## src/rtl/sixbitasin.sv

```systemverilog
// Six-bit arcsine: scans candidates x = 0..63, one per clock, through a sixbitsin
// evaluator and reports the smallest x whose approximation matches the target.

module sixbitsin (
  input  logic [5:0] x,
  output logic [5:0] y,
  output logic       overflow
);
  logic [17:0] cube;
  logic        cube_ovf;
  logic [5:0]  quot;
  logic [6:0]  diff;

  always_comb begin
    cube     = {12'd0, x} * {12'd0, x} * {12'd0, x};
    cube_ovf = |cube[17:6];
    // An overflowed cube contributes nothing; only the flag survives.
    quot     = cube_ovf ? 6'd0 : (cube[5:0] / 6'd6);
    diff     = {1'b0, x} - {1'b0, quot};
    y        = diff[5:0];
    overflow = cube_ovf | diff[6];
  end
endmodule

module sixbitasin (
  input  logic       clk,
  input  logic       rst,
  input  logic       start,
  input  logic [5:0] yin,
  input  logic       strict,
  output logic       busy,
  output logic       done,
  output logic [5:0] xout,
  output logic       found,
  output logic       overflow
);
  typedef enum logic [1:0] {IDLE, SEARCH, DONE} state_t;

  state_t     state, state_d;
  logic [5:0] y_q;
  logic       strict_q;
  logic [5:0] cnt;
  logic [5:0] cand_y;
  logic       cand_ovf;
  logic       hit;
  logic       load, adv, wr;

  sixbitsin u_sin (
    .x        (cnt),
    .y        (cand_y),
    .overflow (cand_ovf)
  );

  assign hit  = (cand_y == y_q) && (!strict_q || !cand_ovf);
  assign busy = (state != IDLE);
  assign done = (state == DONE);

  always_comb begin
    state_d = state;
    load    = 1'b0;
    adv     = 1'b0;
    wr      = 1'b0;
    case (state)
      IDLE: begin
        if (start) begin
          state_d = SEARCH;
          load    = 1'b1;
        end
      end
      SEARCH: begin
        // Terminal check precedes the increment, so cnt never wraps.
        if (hit || (cnt == 6'd63)) begin
          state_d = DONE;
          wr      = 1'b1;
        end else begin
          adv = 1'b1;
        end
      end
      DONE:    state_d = IDLE;
      default: state_d = IDLE;
    endcase
  end

  always_ff @(posedge clk) begin
    if (rst) begin
      state    <= IDLE;
      cnt      <= 6'd0;
      xout     <= 6'd0;
      found    <= 1'b0;
      overflow <= 1'b0;
    end else begin
      state <= state_d;
      if (load)
        cnt <= 6'd0;
      else if (adv)
        cnt <= cnt + 6'd1;
      if (wr) begin
        xout     <= hit ? cnt : 6'd0;
        found    <= hit;
        overflow <= hit & cand_ovf;
      end
    end
  end

  // Operands are captured once per request; later input changes are ignored.
  always_ff @(posedge clk) begin
    if (load) begin
      y_q      <= yin;
      strict_q <= strict;
    end
  end
endmodule

```

## config.mk

```make
export PLATFORM = sky130hd
export DESIGN_NAME = sixbitasin
export DESIGN_NICKNAME = d
export VERILOG_FILES = /design/src/rtl/sixbitasin.sv
export SDC_FILE = /design/constraint.sdc
export NUM_CORES = 1
export LEC_CHECK = 0
export CORE_MARGIN = 2
export CORE_UTILIZATION = 55
export CTS_BUF_LIST = sky130_fd_sc_hd__clkbuf_4
export DETAILED_ROUTE_END_ITERATION = 8
export GPL_ROUTABILITY_DRIVEN = 0
export HOLD_SLACK_MARGIN = 0.06
export PLACE_DENSITY = 0.82
export SLEW_MARGIN = 10
export SYNTH_ARGS = -nofsm -noshare
export SYNTH_HDL_FRONTEND = slang
export SYNTH_SLANG_ARGS = --single-unit
```

## constraint.sdc

```tcl
create_clock -name clk -period 10.5 [get_ports clk]
set_input_delay 3.15 -clock clk [delete_from_list [all_inputs] [get_ports clk]]
set_output_delay 3.15 -clock clk [all_outputs]
set_load 0.005 [all_outputs]
```

==> results of run 1 <==
## metrics by stage
step	hold WS (ns)	power, W	setup WS, ns	std cells	cell area, sq um
final	0.485	0.000156	0.646	588	4430
after global routing	0.500	0.000165	0.0658	588	4430
after CTS	0.485	0.000158	0.333	588	4420
after detailed placement	0.449	0.000116	0.382	584	4390
after global placement	0.451	0.000116	0.713	584	4390
after floorplan	0.451	0.000109	1.27	477	4090
## synthesized netlist by cell type (all sizes together) (9+ instances only)
library cell,count
ha,49
fa,44
nand2,32
clkbuf,17
xnor2,17
o21ai,12
a21o,9
dfxtp,16
inv,60
a21oi,27
nor2,29
and2,48
nand3,9
## path summary, 6_finish.rpt
kind / to / slack (ns) / from / cells past startpoint
worst min register to register: found / 0.49 / found / 1
worst max register to register: cnt[1] / 0.65 / cnt[0] / 40
worst min-delay path: found / 0.49 / found / 1
worst max-delay path: cnt[1] / 0.65 / cnt[0] / 40
## report_power, final
part,switching [W],internal [W]
logic,0.00000983,0.00000879
registers,0.00000154,0.0000943
clock network,0.0000268,0.0000148
## layout make-up
cell class / instances / area [sq um]
Multi-Input combinational cell: 375 / 3270
Fill cell: 634 / 2780
Sequential cell: 23 / 532
Timing Repair Buffer: 27 / 250
Inverter: 60 / 225
Tap cell: 99 / 124
Clock buffer: 3 / 22.5
Clock inverter: 1 / 6.26
## state kept, by name, indices dropped and copies added, names as in the netlist
register  count
state         2
y_q           6
overflow      1
found         1
xout          6
strict_q      1
cnt           6
## timing repair
action | CTS | global route
hold endpoints to repair | 0 | 0
hold buffers | 0 | 0
endpoints found under the setup margin | 0 | 16
resized for setup | 0 | 4
## metal layers
metal / vias up / share of wire (%)
met3: 8 / 5.1
met4: 0 / 0.99
met5: - / 0
li1: 1624 / -
met2: 91 / 49
met1: 1632 / 45
## cells by family (layout without fill, tap and decap cells)
kind of cell	count (synthesis)	after routing	share of synthesized area, %
AOI/OAI and AO/OA	89	89	15.4
xor gates and xnor gates	25	25	5.35
adders and majority gates	93	93	36.5
buffers and inverters	79	91	7.31
DFF	23	23	13.0
muxes	2	2	0.489
and+or+nand+nor	166	166	22.0
==> impl_metrics.py, run 1 <==
metrics = {
    "status": {
        "status": "complete, no violations",
    },
    "setup_path": {
        "critPathArrivalTime_ns": 10.08,
        "crit_buf_inv": 6,
        "crit_required_ns": 10.73,
        "cp-start-kind": "flip-flop",
        "path_class": "flip-flop to flip-flop",
        "path_common_cell": "fa_1",
        "crit_family": "adder cells",
        "worstPathMaxFanout": 12,
        "cp_slowest_cell": "fa_1",
        "cp-end-kind": "flip-flop",
        "max_stage_delay_ns": 0.55,
    },
    "layout": {
        "final_common_cell": "inv_1",
        "antenna_cells": 0,
        "final_nets": 593,
        "mostFrequentLayoutCells": "inv_1, ha_1, and2_1, fa_1, nand2_1",
        "area_growth_pct": 8.32,
        "fin_util_pct": 61.4,
        "drive_gt1_share_pct": 4.50,
    },
    "floorplan": {
        "dieArea_sq_um": 8150,
        "rows": 31,
        "die_h_microns": 90.3,
        "die_w_microns": 90.3,
        "io_pins": 20,
        "coreArea_sq_um": 7210,
        "initial_utilization_pct": 56.7,
    },
    "synthesis": {
        "synth.largest_area_cell": "fa_1",
        "async_reset_ff_share_pct": 0,
        "ys_types": 51,
        "ys_seq_area_share_pct": 13.0,
        "synth_edf_count": 7,
        "yosysTopAreaCellShare_pct": 21.5,
        "synth-seq-cells": 23,
        "syn_nets": 580,
        "synth.area.top_cells": "fa_1, ha_1, dfxtp_1",
        "netlist_instances": 477,
        "syn_area_sq_um": 4090,
        "avgSynthCellArea_sq_um": 8.58,
        "synthFlopType": "dfxtp_1",
        "ys.warnings.count": 0,
    },
    "grt": {
        "grtUsageMet1_pct": 31.4,
        "antenna_found_initial": 0,
        "grt_pass1_wl_microns": 15700,
        "use_met3_pct": 2.17,
        "globalRouteOverflowTotal": 0,
        "grt_pass1_vias": 3398,
        "grt_max_degree": 24,
        "use_met2_pct": 39.8,
        "top_usage_layer": "met2",
        "grt_use_total_pct": 23.0,
    },
    "sta": {
        "setup_violations": 0,
        "worst_pin_slew_ns": 0.670,
        "fmax_mhz": 101,
        "relSlewSlack_pct": 55.1,
        "fin_setup_tns_ns": 0,
        "hold_violations": 0,
        "post-route-period-util_pct": 93.9,
        "min_period_ns": 9.85,
        "fin_worst_skew_ns": 0.00676,
        "drv_slew": 0,
        "rsz0062_at_grt": "no",
    },
    "place": {
        "hpwl_microns": 7400,
        "port_buffers": 19,
    },
    "drt": {
        "first_iter_violations": 214,
        "wl_per_cell_microns": 15.4,
        "first_pass_iters": 5,
        "wirelength_microns": 9030,
        "ant_nets": 0,
        "routed-via-count": 3355,
        "route.detailed.drc": 0,
        "drt-vias-per-instance": 5.71,
    },
    "pwr": {
        "power.density_nw_per_um2": 35.2,
        "vdd_drop_max_mv": 0.0725,
        "p_leak_nw": 2.11,
    },
    "clocking": {
        "cts_setup_buffers": 0,
        "clk_pin_slew_ns": 0.13,
        "clock_path_buffers": 2,
        "insertion_delay_ns": 0.31,
        "numClockSinks": 23,
        "cts_tree": "built",
        "root_buffer": "clkbuf_4",
        "cts_buffers": 3,
        "cts_max_level": 1,
    },
    "run": {
        "maxCapViolCount": 0,
    },
    "min_path": {
        "hold_path.class": "flip-flop to flip-flop",
    },
}
(Power assumes the default switching activity.)
==> run 2, diff against run 1 <==
--- a/config.mk
+++ b/config.mk
@@ -5,12 +5,14 @@
 export SDC_FILE = /design/constraint.sdc
 export NUM_CORES = 1
 export LEC_CHECK = 0
+export CORE_ASPECT_RATIO = 1.2
 export CORE_MARGIN = 2
 export CORE_UTILIZATION = 55
 export CTS_BUF_LIST = sky130_fd_sc_hd__clkbuf_4
 export DETAILED_ROUTE_END_ITERATION = 8
 export GPL_ROUTABILITY_DRIVEN = 0
 export HOLD_SLACK_MARGIN = 0.06
+export MAX_ROUTING_LAYER = met4
 export PLACE_DENSITY = 0.82
 export SLEW_MARGIN = 10
 export SYNTH_ARGS = -nofsm -noshare
==> run 2 against run 1 <==
Effect of this change: utilization is 0.34 points lower; first-iteration DRC count is 27% lower; combinational power is 3% higher; global-route usage is 0.90 points higher; sequential share of layout area hardly changed; worst setup slack better by 0.053 ns; cell count is 1.5% lower; routed wire length is 0.58% lower.
==> impl_metrics.py, run 2 (synthesis gave the netlist of run 1 again) <==
metrics = {
    "setup_path": {
        "critPathArrivalTime_ns": 10.06,
        "r2r_end": "overflow",
        "crit_buf_inv": 3,
        "cp_slowest_cell": "fa_1",
        "path_class": "flip-flop to flip-flop",
        "reg2reg_from": "cnt[3]",
        "cp-end-kind": "flip-flop",
        "worstPathMaxFanout": 9,
        "cp-start-kind": "flip-flop",
        "ff2ff_path_depth": 39,
        "timing.reg2reg.setup_slack_ns": 0.70,
        "path_common_cell": "fa_1",
        "crit_family": "adder cells",
        "max_stage_delay_ns": 0.55,
        "crit_required_ns": 10.76,
    },
    "drt": {
        "wl_met1_microns": 3840,
        "ant_nets": 0,
        "route.detailed.drc": 0,
        "first_pass_iters": 4,
        "routed-via-count": 3381,
        "wl_per_cell_microns": 15.5,
        "wirelength_microns": 8980,
        "drt-vias-per-instance": 5.84,
        "met3_length_microns": 410,
        "first_iter_violations": 157,
        "highest_layer": "met4",
        "wl_met2_microns": 4490,
    },
    "layout": {
        "drive_gt1_share_pct": 4.50,
        "fin_util_pct": 61.1,
        "top_regs": "cnt x6, xout x6, y_q x6",
        "final_common_cell": "inv_1",
        "mostFrequentLayoutCells": "inv_1, ha_1, and2_1, fa_1, nand2_1",
        "fill_cells": 635,
        "stdcell_area_sq_um": 4420,
        "antenna_cells": 0,
        "final_nets": 593,
        "area_growth_pct": 7.98,
    },
    "floorplan": {
        "dieArea_sq_um": 8150,
        "io_pins": 20,
        "rows": 34,
        "die_h_microns": 98.5,
        "coreArea_sq_um": 7230,
        "die_w_microns": 82.7,
        "initial_utilization_pct": 56.6,
    },
    "status": {
        "status": "complete, no violations",
    },
    "clocking": {
        "cts_tree": "built",
        "hold_buffers": 0,
        "cts_max_level": 1,
        "cts.repair.resized": 0,
        "clk_pin_slew_ns": 0.13,
        "insertion_delay_ns": 0.32,
        "cts_buffers": 3,
        "cts_setup_buffers": 0,
        "clock_path_buffers": 2,
        "root_buffer": "clkbuf_4",
        "numClockSinks": 23,
    },
    "sta": {
        "min_period_ns": 9.80,
        "fmax_mhz": 102,
        "post-route-period-util_pct": 93.3,
        "worst_pin_slew_ns": 0.745,
        "fin_setup_tns_ns": 0,
        "setup_violations": 0,
        "relSlewSlack_pct": 50.1,
        "hold_violations": 0,
        "drv_slew": 0,
        "fin_worst_skew_ns": 0.0129,
        "rsz0062_at_grt": "no",
    },
    "grt": {
        "grt_pass1_vias": 3298,
        "grt_max_degree": 24,
        "antenna_found_initial": 0,
        "globalRouteOverflowTotal": 0,
        "grt_use_total_pct": 23.9,
        "grt_pass1_wl_microns": 15000,
    },
    "place": {
        "place_area_sq_um": 4380,
        "hpwl_microns": 7340,
        "port_buffers": 19,
    },
    "min_path": {
        "hold_path_end": "found",
        "whs_path_depth": 1,
        "hold_path.class": "flip-flop to flip-flop",
        "hp-start": "found",
    },
    "pwr": {
        "power.density_nw_per_um2": 35.3,
        "vdd_drop_max_mv": 0.0813,
        "p_leak_nw": 2.10,
    },
    "run": {
        "maxCapViolCount": 0,
    },
}
[run 2: cell types whose count changed in the layout (fill, tap and decap cells not counted), sizes merged]
cell and delta:
inv -1, clkinv +1
[run 2: worst max path at each step]
stage | from | end | slack, ns | cells after the start
2_1_floorplan | cnt[5] | cnt[1] | 1.27 | 45
3_3_place_gp | cnt[5] | xout[5] | 0.85 | 41
3_5_place_dp | cnt[5] | xout[5] | 0.60 | 41
4_1_cts | cnt[5] | overflow | 0.55 | 41
5_1_grt | cnt[3] | cnt[3] | 0.08 | 41
6_report | cnt[3] | overflow | 0.70 | 39
[run 2: final cells by class]
class,count,area (sq um),share of cell area [%]
inverters,60,225,5.10
flip-flops and latches,23,531,12.0
clock buffers,3,22.5,0.510
clock inverters,1,5.00,0.113
multi-input cells,375,3270,74.1
repair buffers,27,250,5.66
well taps,90,113,2.55
[run 2: worst register-to-register path: cells and delay by family (launching register included)]
family / cells / cell delay [ns]
adder cells (fa/ha/maj): 10 / 4.38
buffers and inverters: 3 / 0.18
AO/OA/AOI/OAI: 11 / 2.27
flip-flops: 1 / 0.51
AND/OR/NAND/NOR: 14 / 2.17
XOR/XNOR: 1 / 0.26
[run 2: layer usage]
layer  vias to the layer above  track usage [%]
li1                       1637                -
met4                         0             7.57
met3                        19             1.83
met5                         -                -
met2                       106             39.8
met1                      1619             30.6
[run 2: power by group]
group | switching [W] | internal (W) | total [W]
combinational | 0.0000103 | 0.00000894 | 0.0000192
sequential | 0.00000134 | 0.0000943 | 0.0000956
clock | 0.0000269 | 0.0000143 | 0.0000412
[run 2: through the flow]
step	cells	hold WS (ns)	setup slack [ns]	total power, W
finish	579	0.479	0.699	0.000156
global route	579	0.498	0.0811	0.000163
CTS	579	0.487	0.553	0.000156
detailed placement	575	0.453	0.596	0.000117
global placement	575	0.441	0.847	0.000116
floorplan	477	0.451	1.27	0.000109
==> run 3, diff against run 2 <==
--- a/config.mk
+++ b/config.mk
@@ -5,6 +5,7 @@
 export SDC_FILE = /design/constraint.sdc
 export NUM_CORES = 1
 export LEC_CHECK = 0
+export ABC_CLOCK_PERIOD_IN_PS = 10500
 export CORE_ASPECT_RATIO = 1.2
 export CORE_MARGIN = 2
 export CORE_UTILIZATION = 55
==> results of run 3 <==
Same layout as run 2: the final DEF is identical, and so are final timing and power.
